--- config.mk ---
export PLATFORM = sky130hd
export DESIGN_NAME = blink_pattern_seq
export DESIGN_NICKNAME = d
export VERILOG_FILES = /design/src/rtl/blink_pkg.sv /design/src/rtl/blink_step_ctr.sv /design/src/rtl/blink_pattern_seq.sv
export SDC_FILE = /design/constraint.sdc
export NUM_CORES = 1
export LEC_CHECK = 0
export ABC_AREA = 1
export CORE_MARGIN = 2
export CORE_UTILIZATION = 24
export DETAILED_ROUTE_END_ITERATION = 16
export PLACE_DENSITY_LB_ADDON = 0.15
export RECOVER_POWER = 25
export SLEW_MARGIN = 20
export SYNTH_ARGS = -nofsm -noshare
export SYNTH_HDL_FRONTEND = slang
export SYNTH_HIERARCHICAL = 1
export SYNTH_SLANG_ARGS = --single-unit
--- constraint.sdc ---
create_clock -name clk -period 2.75 [get_ports clk]
set_clock_uncertainty 0.1 [all_clocks]
set_input_delay 0.55 -clock clk [delete_from_list [all_inputs] [get_ports clk]]
set_output_delay 0.55 -clock clk [all_outputs]
set_load 0.05 [all_outputs]
--- src/rtl/blink_pkg.sv ---
// Shared definitions for the blink pattern sequencer: state encoding and
// default geometry (LED count and steps per sequence).
package blink_pkg;

  localparam int N_LEDS_DEF = 4;
  localparam int STEPS_DEF  = 8;

  typedef enum logic [1:0] {
    ST_IDLE  = 2'd0,
    ST_ARMED = 2'd1,
    ST_RUN   = 2'd2
  } blink_state_e;

endpackage

--- src/rtl/blink_step_ctr.sv ---
// Step index counter for the blink sequencer. Advances on adv_i, returns to
// zero on clr_i, and emits a one-cycle wrap pulse when it rolls over from
// the last step back to zero.
module blink_step_ctr #(
  parameter int STEPS = blink_pkg::STEPS_DEF,
  parameter int SW    = $clog2(STEPS)
) (
  input  logic          clk,
  input  logic          rst,
  input  logic          clr_i,
  input  logic          adv_i,
  output logic [SW-1:0] step_o,
  output logic          wrap_o
);

  localparam logic [SW-1:0] LAST = SW'(STEPS - 1);

  logic [SW-1:0] step_q, step_d;
  logic          wrap_q, wrap_d;

  // Next step value; clear has priority so leaving RUN always lands on step 0.
  always_comb begin
    step_d = step_q;
    wrap_d = 1'b0;
    if (clr_i) begin
      step_d = '0;
    end else if (adv_i) begin
      step_d = (step_q == LAST) ? '0 : step_q + SW'(1);
      wrap_d = (step_q == LAST);
    end
  end

  // Step and wrap registers.
  always_ff @(posedge clk or posedge rst) begin
    if (rst) begin
      step_q <= '0;
      wrap_q <= 1'b0;
    end else begin
      step_q <= step_d;
      wrap_q <= wrap_d;
    end
  end

  assign step_o = step_q;
  assign wrap_o = wrap_q;

endmodule

--- src/rtl/blink_pattern_seq.sv ---
// Blink pattern sequencer: holds an active LED pattern plus one shadow slot,
// steps through the pattern on upstream ticks and swaps in the shadow pattern
// at the end of each full sequence so a pattern is never torn mid-sequence.
//
// state    | meaning
// ---------+-----------------------------------------------
// ST_IDLE  | no valid active pattern
// ST_ARMED | active pattern valid, sequencing held off (en low)
// ST_RUN   | sequencing the active pattern on tick
module blink_pattern_seq
  import blink_pkg::*;
#(
  parameter int N_LEDS = N_LEDS_DEF,
  parameter int STEPS  = STEPS_DEF
) (
  input  logic                       clk,
  input  logic                       rst,
  input  logic                       tick,
  input  logic                       en,
  input  logic                       pat_valid,
  input  logic [N_LEDS*STEPS-1:0]    pat_data,
  output logic                       pat_ready,
  output logic [N_LEDS-1:0]          leds,
  output logic [$clog2(STEPS)-1:0]   step,
  output logic                       wrap,
  output logic                       busy
);

  localparam int            SW   = $clog2(STEPS);
  localparam int            PW   = N_LEDS * STEPS;
  localparam logic [SW-1:0] LAST = SW'(STEPS - 1);

  blink_state_e      state_q, state_d;
  logic [PW-1:0]     active_q, active_d;
  logic [PW-1:0]     shadow_q, shadow_d;
  logic              shadow_full_q, shadow_full_d;
  logic [N_LEDS-1:0] leds_q, leds_d;
  logic              busy_q, busy_d;
  logic [N_LEDS-1:0] slice;
  logic              xfer;
  logic              run_stay;
  logic              wrap_edge;

  assign pat_ready = !shadow_full_q;
  assign xfer      = pat_valid && !shadow_full_q;
  // Only a cycle that stays in RUN may advance; dropping en clears the step.
  assign run_stay  = (state_q == ST_RUN) && en;
  assign wrap_edge = run_stay && tick && (step == LAST);

  blink_step_ctr #(
    .STEPS (STEPS)
  ) u_step_ctr (
    .clk    (clk),
    .rst    (rst),
    .clr_i  (!run_stay),
    .adv_i  (tick),
    .step_o (step),
    .wrap_o (wrap)
  );

  // Select the active-pattern slice for the current step.
  always_comb begin
    slice = '0;
    for (int k = 0; k < STEPS; k++) begin
      if (step == SW'(k)) slice = active_q[k*N_LEDS +: N_LEDS];
    end
  end

  // Next-state and pattern-register update logic.
  always_comb begin
    state_d       = state_q;
    active_d      = active_q;
    shadow_d      = shadow_q;
    shadow_full_d = shadow_full_q;
    leds_d        = run_stay ? slice : '0;
    case (state_q)
      ST_IDLE: begin
        if (xfer) begin
          active_d = pat_data;
          state_d  = en ? ST_RUN : ST_ARMED;
        end
      end
      ST_ARMED: begin
        if (xfer) active_d = pat_data;
        if (en) state_d = ST_RUN;
      end
      ST_RUN: begin
        if (!en) state_d = ST_ARMED;
        if (wrap_edge) begin
          // Sequence boundary: promote the shadow, or take a coincident
          // transfer straight into active when nothing is waiting.
          if (shadow_full_q) begin
            active_d      = shadow_q;
            shadow_full_d = 1'b0;
          end else if (xfer) begin
            active_d = pat_data;
          end
        end else if (xfer) begin
          shadow_d      = pat_data;
          shadow_full_d = 1'b1;
        end
      end
      default: state_d = ST_IDLE;
    endcase
    busy_d = (state_d == ST_RUN);
  end

  // State register; busy is registered alongside it so it tracks RUN exactly.
  always_ff @(posedge clk or posedge rst) begin
    if (rst) begin
      state_q <= ST_IDLE;
      busy_q  <= 1'b0;
    end else begin
      state_q <= state_d;
      busy_q  <= busy_d;
    end
  end

  // Pattern registers and LED drive.
  always_ff @(posedge clk or posedge rst) begin
    if (rst) begin
      active_q      <= '0;
      shadow_q      <= '0;
      shadow_full_q <= 1'b0;
      leds_q        <= '0;
    end else begin
      active_q      <= active_d;
      shadow_q      <= shadow_d;
      shadow_full_q <= shadow_full_d;
      leds_q        <= leds_d;
    end
  end

  assign leds = leds_q;
  assign busy = busy_q;

endmodule

==> impl_metrics.ini <==
[grt]
grt_pass1_vias = 2911
grt_max_degree = 41
grt-ovfl-total = 0
grt_antenna_before_repair = 0
grt_pass1_wl_mm = 15.5
grt_usage_pct = 12.5

[clock_network]
clk_pin_slew_worst_paths_ns = 0.06
cts_max_level = 3
cts_resized = 0
clock-sinks = 76
root_buffer = clkbuf_16
clk-insertion-delay-late_ns = 0.34
hold_buffers = 0
numCtsBuffers = 9
cts_tree = built
cts_max_path_buffers = 2
post_cts_buffers = 0

[final_layout]
nNetsFinal = 492
drive_gt1_share_pct = 8.73
diodes = 0
area.growth.synth_to_final_pct = 29.1
fillers = 1513

[routing]
routed_via_density = 4.46
post_drt_wl_per_cell_microns = 14.0
drt_wl_total_mm = 8.98
drtAntennaViolNets = 0
num_vias = 2864
drt_iter0_drc = 173
drc_errors = 0
firstDrtPassIters = 4

[power_and_ir_drop]
vdd_drop_max_mv = 0.279
p_leak_uw = 0.00210
power_density_nw_per_um2 = 1070

[placed_design]
hpwl_mm = 6.20
place_congestion = 0.748
port_buffers = 46
post-place-ws_ns = 0.419

[floorplanning]
die_x_microns = 125
rows = 44
dieArea_sq_um = 15500
core_sq_um = 14400
io_pins = 47
start_util_pct = 24.3
die_h_microns = 125

[sta]
setup_violations = 0
max_freq_ghz = 0.407
relSlewSlack_pct = 31.6
slew_viol_final = 0
rsz0062_at_grt = false
fin_crit_sh_pct = 89.2
fin_crit_ns = 2.45
worst_pin_slew_ns = 1.03
timing.final.ws_setup_ns = 0.296
final.setup.tns_ns = 0
hold_violations = 0

[worst_setup_path]
slowest_stage = clkdlybuf4s50_1
critical_path.max_stage_delay_ns = 0.88
cp_top_family = buffers and inverters
crit_chain = clkdlybuf4s50_1
worst_setup_path_start_kind = flip-flop
critical_path_arrival_ns = 1.80
worstPathRequired_ns = 2.10
endpoint_kind = output pin
critical_path_class = flip-flop to output pin
path_buf_inv = 1
worstPathMaxFanout = 10

[synth]
synth_area_leaders = dfrtp_1, a21oi_1, nand2_1
ys_ff_latch = 76
ys_warn_count = 6
yosys-top-cells-count = dfrtp_1, a21oi_1, nand2_1
syn-cell-area_sq_um = 3490
yosysSeqAreaShare_pct = 54.5
synthFlopType = dfrtp_1
synth_edf_count = 0
syn_inst = 407
synth_nets = 446
yosysTopAreaCell = dfrtp_1
syn_avg_cell_area_sq_um = 8.57
async_reset_ff_share_pct = 100
netlist.area_leader.share_pct = 54.5
synth.most_common_cell = dfrtp_1
ys_types = 23

[worst_hold_path]
hp-class = flip-flop to flip-flop

[run]
max-cap-violations = 0

[status]
status = complete, no violations
-- layout make-up --
class | count | area [sq um] | share of cell area (%)
flip-flops and latches | 76 | 1900 | 42.2
multi-input cells | 253 | 1260 | 28.0
repair buffers | 59 | 556 | 12.3
clock buffers | 12 | 256 | 5.70
well taps | 184 | 230 | 5.11
inverters | 54 | 203 | 4.50
clock inverters | 4 | 95.1 | 2.11
-- registers in the layout, indices dropped and copies added (netlist names) --
register and cells:
busy 1, state_q 2, u_step_ctr/wrap_o 1, active_q 32, leds 4, shadow_q 32, u_step_ctr/step_o 3, shadow_full_q 1
-- routing by layer --
layer  vias to the layer above  part of all wire (%)  GRT usage, %
met2                        63                    43          18.2
met4                         0                   1.8          6.01
met5                         -                     0             0
met1                      1327                    50          17.6
li1                       1463                     -             -
met3                        11                   4.3          2.79
-- per-stage QoR --
stage / total power (uW) / cells / utilization [%] / area [sq um] / hold WS [ns]
2_1_floorplan: 2970 / 407 / - / 3490 / 0.216
3_3_place_gp: 3430 / 626 / 29.0 / 4170 / 0.373
3_5_place_dp: 3460 / 626 / 29.0 / 4170 / 0.380
4_1_cts: 4880 / 642 / 31.4 / 4520 / 0.348
5_1_grt: 5220 / 642 / 31.3 / 4500 / 0.411
6_report: 4820 / 642 / 31.3 / 4500 / 0.389
-- cells in the final DEF (no fill, tap or decap), types with 3 or more instances in the layout --
cell type,netlist,final
a21oi_1,70,70
buf_4,8,12
bufinv_16,0,3
clkbuf_16,0,9
clkdlybuf4s50_1,0,45
dfrtp_1,76,76
inv_1,50,50
inv_2,4,4
nand2_1,67,67
nand3_1,10,9
nand4_1,8,8
nor2_1,13,13
nor3_1,9,9
o21ai_1,32,32
o22ai_1,32,32
-- logic make-up after synthesis --
logic type	synth area share, %
fa+ha+maj	0.717
flops	54.5
compound gates	20.7
buf+inv	9.51
simple gates	14.6
-- power breakdown --
| part | leakage [uW] | internal [uW] | switching [uW] | total, uW |
|---|---|---|---|---|
| Sequential | 0.000920 | 1630 | 290 | 1920 |
| Clock | 0.000173 | 935 | 454 | 1390 |
| Combinational | 0.00101 | 593 | 918 | 1510 |
| Total | 0.00210 | 3150 | 1660 | 4820 |
-- worst paths after layout --
| check | startpoint | to | slack, ns | depth (start not counted) |
|---|---|---|---|---|
| worst max-delay path | u_step_ctr/step_o[2] | step[2] | 0.30 | 1 |
| worst min-delay path | shadow_q[10] | shadow_q[10] | 0.39 | 2 |
| worst max register to register | state_q[1] | active_q[21] | 0.68 | 6 |
| worst min register to register | shadow_q[10] | shadow_q[10] | 0.39 | 2 |
| max in group asynchronous | rst | shadow_q[9] | 0.57 | 3 |
| min in group asynchronous | rst | u_step_ctr/wrap_o | 0.46 | 2 |
(Power assumes the default switching activity.)
